File: config.mk
export PLATFORM = sky130hd
export DESIGN_NAME = systolic_feeder
export DESIGN_NICKNAME = d
export VERILOG_FILES = /design/src/rtl/npu_pkg.sv /design/src/rtl/skew_line.sv /design/src/rtl/systolic_feeder.sv
export SDC_FILE = /design/constraint.sdc
export NUM_CORES = 2
export LEC_CHECK = 0
export BUFFER_PORTS_ARGS = -buffer_cell sky130_fd_sc_hd__buf_2
export CORE_MARGIN = 1.5
export CORE_UTILIZATION = 27
export DETAILED_ROUTE_END_ITERATION = 16
export PLACE_DENSITY = 0.38
export RECOVER_POWER = 25
export SLEW_MARGIN = 10
export SYNTH_ARGS = -nofsm -noshare
export SYNTH_HDL_FRONTEND = slang
export SYNTH_HIERARCHICAL = 1
export SYNTH_SLANG_ARGS = --single-unit
File: constraint.sdc
create_clock -name clk -period 7.94 [get_ports clk]
set_clock_uncertainty 0.2 [all_clocks]
set_input_delay 0.794 -clock clk [delete_from_list [all_inputs] [get_ports clk]]
set_output_delay 0.794 -clock clk [all_outputs]
set_load 0.05 [all_outputs]
File: src/rtl/npu_pkg.sv
// Shared NPU constants: array operation encodings and feeder FSM states.
package npu_pkg;

   localparam int unsigned OP_WIDTH = 3;

   typedef enum logic [OP_WIDTH-1:0] {
      OP_NOP = 3'd0,
      OP_CLR = 3'd1,
      OP_MAC = 3'd2
   } op_e;

   typedef enum logic [2:0] {
      ST_IDLE   = 3'd0,
      ST_CLEAR  = 3'd1,
      ST_STREAM = 3'd2,
      ST_DRAIN  = 3'd3,
      ST_DONE   = 3'd4
   } state_e;

endpackage

File: src/rtl/skew_line.sv
// Fixed-depth delay line for one array lane; dout is the last register of the chain.
module skew_line #(
   parameter int unsigned WIDTH = 8,
   parameter int unsigned DEPTH = 1
) (
   input  logic             clk,
   input  logic             reset,
   input  logic [WIDTH-1:0] din,
   output logic [WIDTH-1:0] dout
);

   logic [DEPTH*WIDTH-1:0] pipe_q;

   if (DEPTH == 1) begin : g_single
      always_ff @(posedge clk) begin
         if (reset) pipe_q <= '0;
         else       pipe_q <= din;
      end
   end else begin : g_chain
      always_ff @(posedge clk) begin
         if (reset) pipe_q <= '0;
         else       pipe_q <= {pipe_q[(DEPTH-1)*WIDTH-1:0], din};
      end
   end

   assign dout = pipe_q[DEPTH*WIDTH-1 -: WIDTH];

endmodule

File: src/rtl/systolic_feeder.sv
// Streams k_len activation/weight vector pairs into a systolic array with per-lane skew.
// Optional macro FEEDER_STALL_CNT_EN enables the saturating stall_cycles counter.
module systolic_feeder
   import npu_pkg::*;
#(
   parameter int unsigned ARRAY_N   = 16,
   parameter int unsigned ARRAY_M   = 16,
   parameter int unsigned ACT_WIDTH = 8,
   parameter int unsigned WGT_WIDTH = 8,
   parameter int unsigned K_WIDTH   = 16
) (
   input  logic                         clk,
   input  logic                         reset,
   input  logic                         start,
   input  logic [K_WIDTH-1:0]           k_len,
   input  logic                         in_valid,
   output logic                         in_ready,
   input  logic [ARRAY_N*ACT_WIDTH-1:0] act_vec_in,
   input  logic [ARRAY_M*WGT_WIDTH-1:0] wgt_vec_in,
   output logic [ARRAY_N*ACT_WIDTH-1:0] act_data_set_out,
   output logic [ARRAY_M*WGT_WIDTH-1:0] wgt_data_set_out,
   output logic [2:0]                   operation_signal_out,
   output logic                         busy,
   output logic                         done,
   output logic [31:0]                  stall_cycles
);

   localparam int unsigned DRAIN_CYCLES = ARRAY_N + ARRAY_M - 1;
   localparam int unsigned DRAIN_W      = $clog2(DRAIN_CYCLES + 1);

   state_e               state_q, state_d;
   logic [K_WIDTH-1:0]   k_len_q, k_len_d;
   logic [K_WIDTH-1:0]   acc_q, acc_d;
   logic [DRAIN_W-1:0]   drain_q, drain_d;
   logic                 in_ready_d, busy_d, done_d;
   logic [2:0]           op_d;
   logic                 xfer_c;
   logic [ARRAY_N*ACT_WIDTH-1:0] act_push_c;
   logic [ARRAY_M*WGT_WIDTH-1:0] wgt_push_c;

   assign xfer_c = in_valid & in_ready;

   // Non-transfer cycles push zero lanes so bubbles add nothing to the MAC.
   assign act_push_c = xfer_c ? act_vec_in : '0;
   assign wgt_push_c = xfer_c ? wgt_vec_in : '0;

   always_ff @(posedge clk) begin
      if (reset) begin
         state_q              <= ST_IDLE;
         k_len_q              <= '0;
         acc_q                <= '0;
         drain_q              <= '0;
         in_ready             <= 1'b0;
         busy                 <= 1'b0;
         done                 <= 1'b0;
         operation_signal_out <= OP_NOP;
      end else begin
         state_q              <= state_d;
         k_len_q              <= k_len_d;
         acc_q                <= acc_d;
         drain_q              <= drain_d;
         in_ready             <= in_ready_d;
         busy                 <= busy_d;
         done                 <= done_d;
         operation_signal_out <= op_d;
      end
   end

   // Next state, plus registered outputs decoded from the next state.
   always_comb begin
      state_d    = state_q;
      k_len_d    = k_len_q;
      acc_d      = acc_q;
      drain_d    = drain_q;
      op_d       = OP_NOP;
      busy_d     = 1'b0;
      done_d     = 1'b0;
      in_ready_d = 1'b0;

      unique case (state_q)
         ST_IDLE: begin
            if (start) begin
               k_len_d = k_len;
               acc_d   = '0;
               state_d = ST_CLEAR;
            end
         end
         ST_CLEAR: state_d = (k_len_q == '0) ? ST_DONE : ST_STREAM;
         ST_STREAM: begin
            if (xfer_c) begin
               acc_d = acc_q + K_WIDTH'(1);
               if (acc_d == k_len_q) begin
                  state_d = ST_DRAIN;
                  drain_d = '0;
               end
            end
         end
         ST_DRAIN: begin
            drain_d = drain_q + DRAIN_W'(1);
            if (drain_q == DRAIN_W'(DRAIN_CYCLES - 1)) state_d = ST_DONE;
         end
         ST_DONE: state_d = ST_IDLE;
         default: state_d = ST_IDLE;
      endcase

      busy_d     = (state_d != ST_IDLE);
      done_d     = (state_d == ST_DONE);
      in_ready_d = (state_d == ST_STREAM) && (acc_d < k_len_d);
      if (state_d == ST_CLEAR) op_d = OP_CLR;
      else if (state_d == ST_STREAM || state_d == ST_DRAIN) op_d = OP_MAC;
   end

   for (genvar n = 0; n < ARRAY_N; n++) begin : g_act
      skew_line #(.WIDTH(ACT_WIDTH), .DEPTH(n + 1)) u_skew (
         .clk  (clk),
         .reset(reset),
         .din  (act_push_c[n*ACT_WIDTH +: ACT_WIDTH]),
         .dout (act_data_set_out[n*ACT_WIDTH +: ACT_WIDTH])
      );
   end

   for (genvar m = 0; m < ARRAY_M; m++) begin : g_wgt
      skew_line #(.WIDTH(WGT_WIDTH), .DEPTH(m + 1)) u_skew (
         .clk  (clk),
         .reset(reset),
         .din  (wgt_push_c[m*WGT_WIDTH +: WGT_WIDTH]),
         .dout (wgt_data_set_out[m*WGT_WIDTH +: WGT_WIDTH])
      );
   end

`ifdef FEEDER_STALL_CNT_EN
   // Counts STREAM cycles where the feeder was ready but upstream had nothing.
   always_ff @(posedge clk) begin
      if (reset) begin
         stall_cycles <= '0;
      end else if (state_q == ST_IDLE && start) begin
         stall_cycles <= '0;
      end else if (state_q == ST_STREAM && in_ready && !in_valid && stall_cycles != '1) begin
         stall_cycles <= stall_cycles + 32'd1;
      end
   end
`else
   assign stall_cycles = '0;
`endif

endmodule

==> results.tsv <==
metric	value	unit
die-area	0.249	mm^2
max_slew_margin	-161	%
drc	0	
grt_max_degree	240	
synth_edf_count	0	
synth.distinct_cells	56	
globalplace.congestion	0.757	
critPathKind	input pin to flop	
fmax	204	MHz
synthesis.area	0.0663	mm^2
synth_seq_area_share	67.0	%
synth_flop_cell	dfxtp_1	
io_pins	570	
ys_ff_latch	2221	
chipHeight	499	um
grt_pass1_vias	33300	
via_per_inst	3.64	
antenna_found_initial	56	
critPathRequiredTime	8.43	ns
path_max_fanout	124	
path_clk_slew	0.06	ns
vias	33800	
end_kind	flop	
cp_data_arrival_time	5.39	ns
clk_latency	0.84	ns
critPathMaxStageDelay	2.79	ns
start_util	27.2	%
nets	6151	
violations	max-capacitance violations, max-slew violations	
tns	0	ns
cp-start-kind	input pin	
port_buffers	536	
rsz0062_at_grt	false	
drv_cap	8	
drtIter0Drc	1438	
routed_wl	119000	um
fin_util	32.2	%
yosys_warnings	6	
pre_cts_ws	3.33	ns
hold_path.class	input pin to flop	
grt_pass1_wl	188000	um
hold_viol_final	0	
cts_tree	done	
power_density	295	mW/mm^2
min_from	act_vec_in[36]	
timing.final.crit_share	61.7	%
cts_buffers	239	
r2r-start	state_q[0]$_SDFF_PP0_	
synthArstFlopShare	0	%
final-setup-viol-count	0	
grt_overflow_total	0	
place_inst	8735	
syn_area_per_cell	12.1	um^2
drive_gt1_share	20.6	%
status	complete, but fails checks	
syn_inst	5505	
final_cell_count_no_fill	9279	
min_period	4.90	ns
drtAntennaViolNets	0	
fillCellCount	24700	
coreArea	0.244	mm^2
rows	181	
die_w	499	um
ir_drop	0.184	mV
path_delay_family	buffers and inverters	
drt_pass1_iterations	5	
p_leak	32.3	nW
grt_usage	9.44	%
startpoint	reset	
wire_per_inst	12.8	um
area_delta_synth_final	18.4	%
drv_slew	515	
worstMarginPinSlew	3.91	ns
cts.path.max_buffers	3	
timing.final.ws_setup	3.04	ns
critPathSlowestCell	clkbuf_1	
root_buffer	clkbuf_16	
clock_sinks	2221	
cp_num_buf_inv	3	
cts_max_level	4	
hpwlAfterDp	69400	um
crit_chain	buf_12, clkbuf_1, buf_4, nor2b_1	
rrSetupSlack	3.67	ns
power.total	23.1	mW
cts_repair_resize_count	0	
==> synth_stat cells, types with 3 or more instances <==
cell	count	area share, %
a21boi_1	3	0.034
a21oi_1	22	0.17
a31oi_1	6	0.057
and2_1	4	0.038
and2b_1	8	0.091
and2b_2	12	0.16
and3_1	262	2.5
buf_2	93	0.70
buf_4	336	3.8
buf_6	62	1.1
buf_8	4	0.091
clkbuf_1	65	0.37
clkbuf_4	8	0.091
dfxtp_1	2221	67
ha_1	18	0.34
inv_1	8	0.045
mux2i_1	15	0.23
nand2_1	26	0.15
nand2b_1	4	0.038
nand3_1	12	0.091
nand3b_1	3	0.034
nand4_1	9	0.085
nor2_1	25	0.14
nor2b_1	1887	18
nor2b_2	284	3.7
nor3_1	9	0.068
nor3b_1	3	0.034
nor4_1	6	0.057
nor4b_1	3	0.040
o21a_1	3	0.034
o21ai_0	24	0.18
o22ai_1	3	0.028
o31ai_1	4	0.045
or3_1	6	0.057
xnor2_1	21	0.28
==> worst register-to-register path, cell delays in order (launching register included) <==
cell      delay [ns]
dfxtp_1         0.40
nor4b_2         0.29
clkbuf_1        0.99
nor2_1          0.47
o21ai_0         0.26
o21ai_0         0.16
ha_1            0.33
a21o_1          0.17
a21oi_1         0.16
nor2b_1         0.06
o21ai_0         0.17
nand2b_1        0.07
a21oi_1         0.17
o21ai_0         0.12
nor3_1          0.18
==> what timing repair did <==
item,CTS,global route
setup buffers,0,0
hold buffers,83,0
endpoints found under the hold margin,83,0
==> routing by layer <==
layer  track usage [%]  vias up  wire [um]
met4              3.44       48       3510
met2              13.8      703      48700
li1                  -    17400          -
met5                 0        -        300
met1              12.2    15400      55800
met3              4.21      301      10500
==> registers in the layout (all words and copies together) (netlist names) <==
name	cells
g_wgt.u_skew/dout	8
g_act.u_skew/dout	8
acc_q	16
operation_signal_out	2
k_len_q	16
state_q	3
busy	1
drain_q	5
g_act.u_skew/pipe_q	1080
in_ready	1
g_wgt.u_skew/pipe_q	1080
done	1
==> cell families after synthesis <==
logic type | Yosys count | share of synthesized area [%]
AO/OA/AOI/OAI | 75 | 0.668
XOR/XNOR | 24 | 0.338
adder cells (fa/ha/maj) | 18 | 0.339
buffers and inverters | 578 | 6.16
flip-flops | 2221 | 67.0
multiplexers | 15 | 0.226
other | 1 | 0.00565
AND/OR/NAND/NOR | 2573 | 25.2
==> path summary, 6_finish.rpt <==
kind / end / cells after the start
worst max-delay path: g_wgt[11].u_skew/pipe_q[0]$_SDFF_PP0_ / 4
worst min-delay path: g_act[4].u_skew/pipe_q[4]$_SDFF_PP0_ / 3
worst max register to register: in_ready$_SDFF_PP0_ / 14
worst min register to register: g_act[4].u_skew/pipe_q[20]$_SDFF_PP0_ / 1
==> cell type report <==
class | instances | area [um^2] | area share, %
repair buffers | 649 | 3800 | 4.84
clock inverters | 83 | 1150 | 1.47
well taps | 3202 | 4010 | 5.10
multi-input cells | 2738 | 17900 | 22.8
inverters | 8 | 30.0 | 0.0382
flip-flops and latches | 2221 | 44500 | 56.6
diodes | 19 | 47.5 | 0.0605
clock buffers | 359 | 7120 | 9.06
==> where the power goes <==
group	leakage [nW]	internal [mW]	total [mW]	switching, mW
Combinational	10.3	0.171	0.571	0.400
Sequential	17.9	11.2	11.2	0.0203
Clock	4.06	6.86	11.4	4.50
Total	32.3	18.2	23.1	4.92
==> metrics by stage <==
| step | hold WS (ns) | cell area, um^2 |
|---|---|---|
| CTS | 0.000241 | 78600 |
| detailed placement | 0.219 | 69500 |
| global placement | 0.215 | 69500 |
| finish | 0.110 | 78500 |
| floorplan | 0.211 | 66500 |
| global route | 0.0334 | 78500 |
==> cell usage in the layout (no fill, tap or decap), types with 7 or more instances in the layout <==
| cell | Yosys | layout |
|---|---|---|
| o21ai_0 | 24 | 24 |
| conb_1 | 1 | 33 |
| clkbuf_16 | 0 | 242 |
| nor3_1 | 9 | 9 |
| mux2i_1 | 15 | 15 |
| dfxtp_1 | 2221 | 2220 |
| nor2b_2 | 284 | 281 |
| bufinv_16 | 0 | 21 |
| inv_1 | 8 | 8 |
| a21oi_1 | 22 | 22 |
| and3_1 | 262 | 262 |
| and2b_2 | 12 | 12 |
| clkbuf_8 | 0 | 63 |
| nor2_1 | 25 | 25 |
| ha_1 | 18 | 18 |
| nor2b_1 | 1887 | 1890 |
| buf_4 | 336 | 14 |
| nand2_1 | 26 | 26 |
| clkinvlp_4 | 0 | 7 |
| nand4_1 | 9 | 9 |
| buf_2 | 93 | 534 |
| nand3_1 | 12 | 12 |
| clkinv_2 | 0 | 39 |
| xnor2_1 | 21 | 21 |
| buf_12 | 0 | 7 |
| dlygate4sd3_1 | 0 | 83 |
| diode_2 | 0 | 19 |
| clkbuf_1 | 65 | 64 |
| and2b_1 | 8 | 8 |
Note: power is estimated with default switching activity, not from simulation.
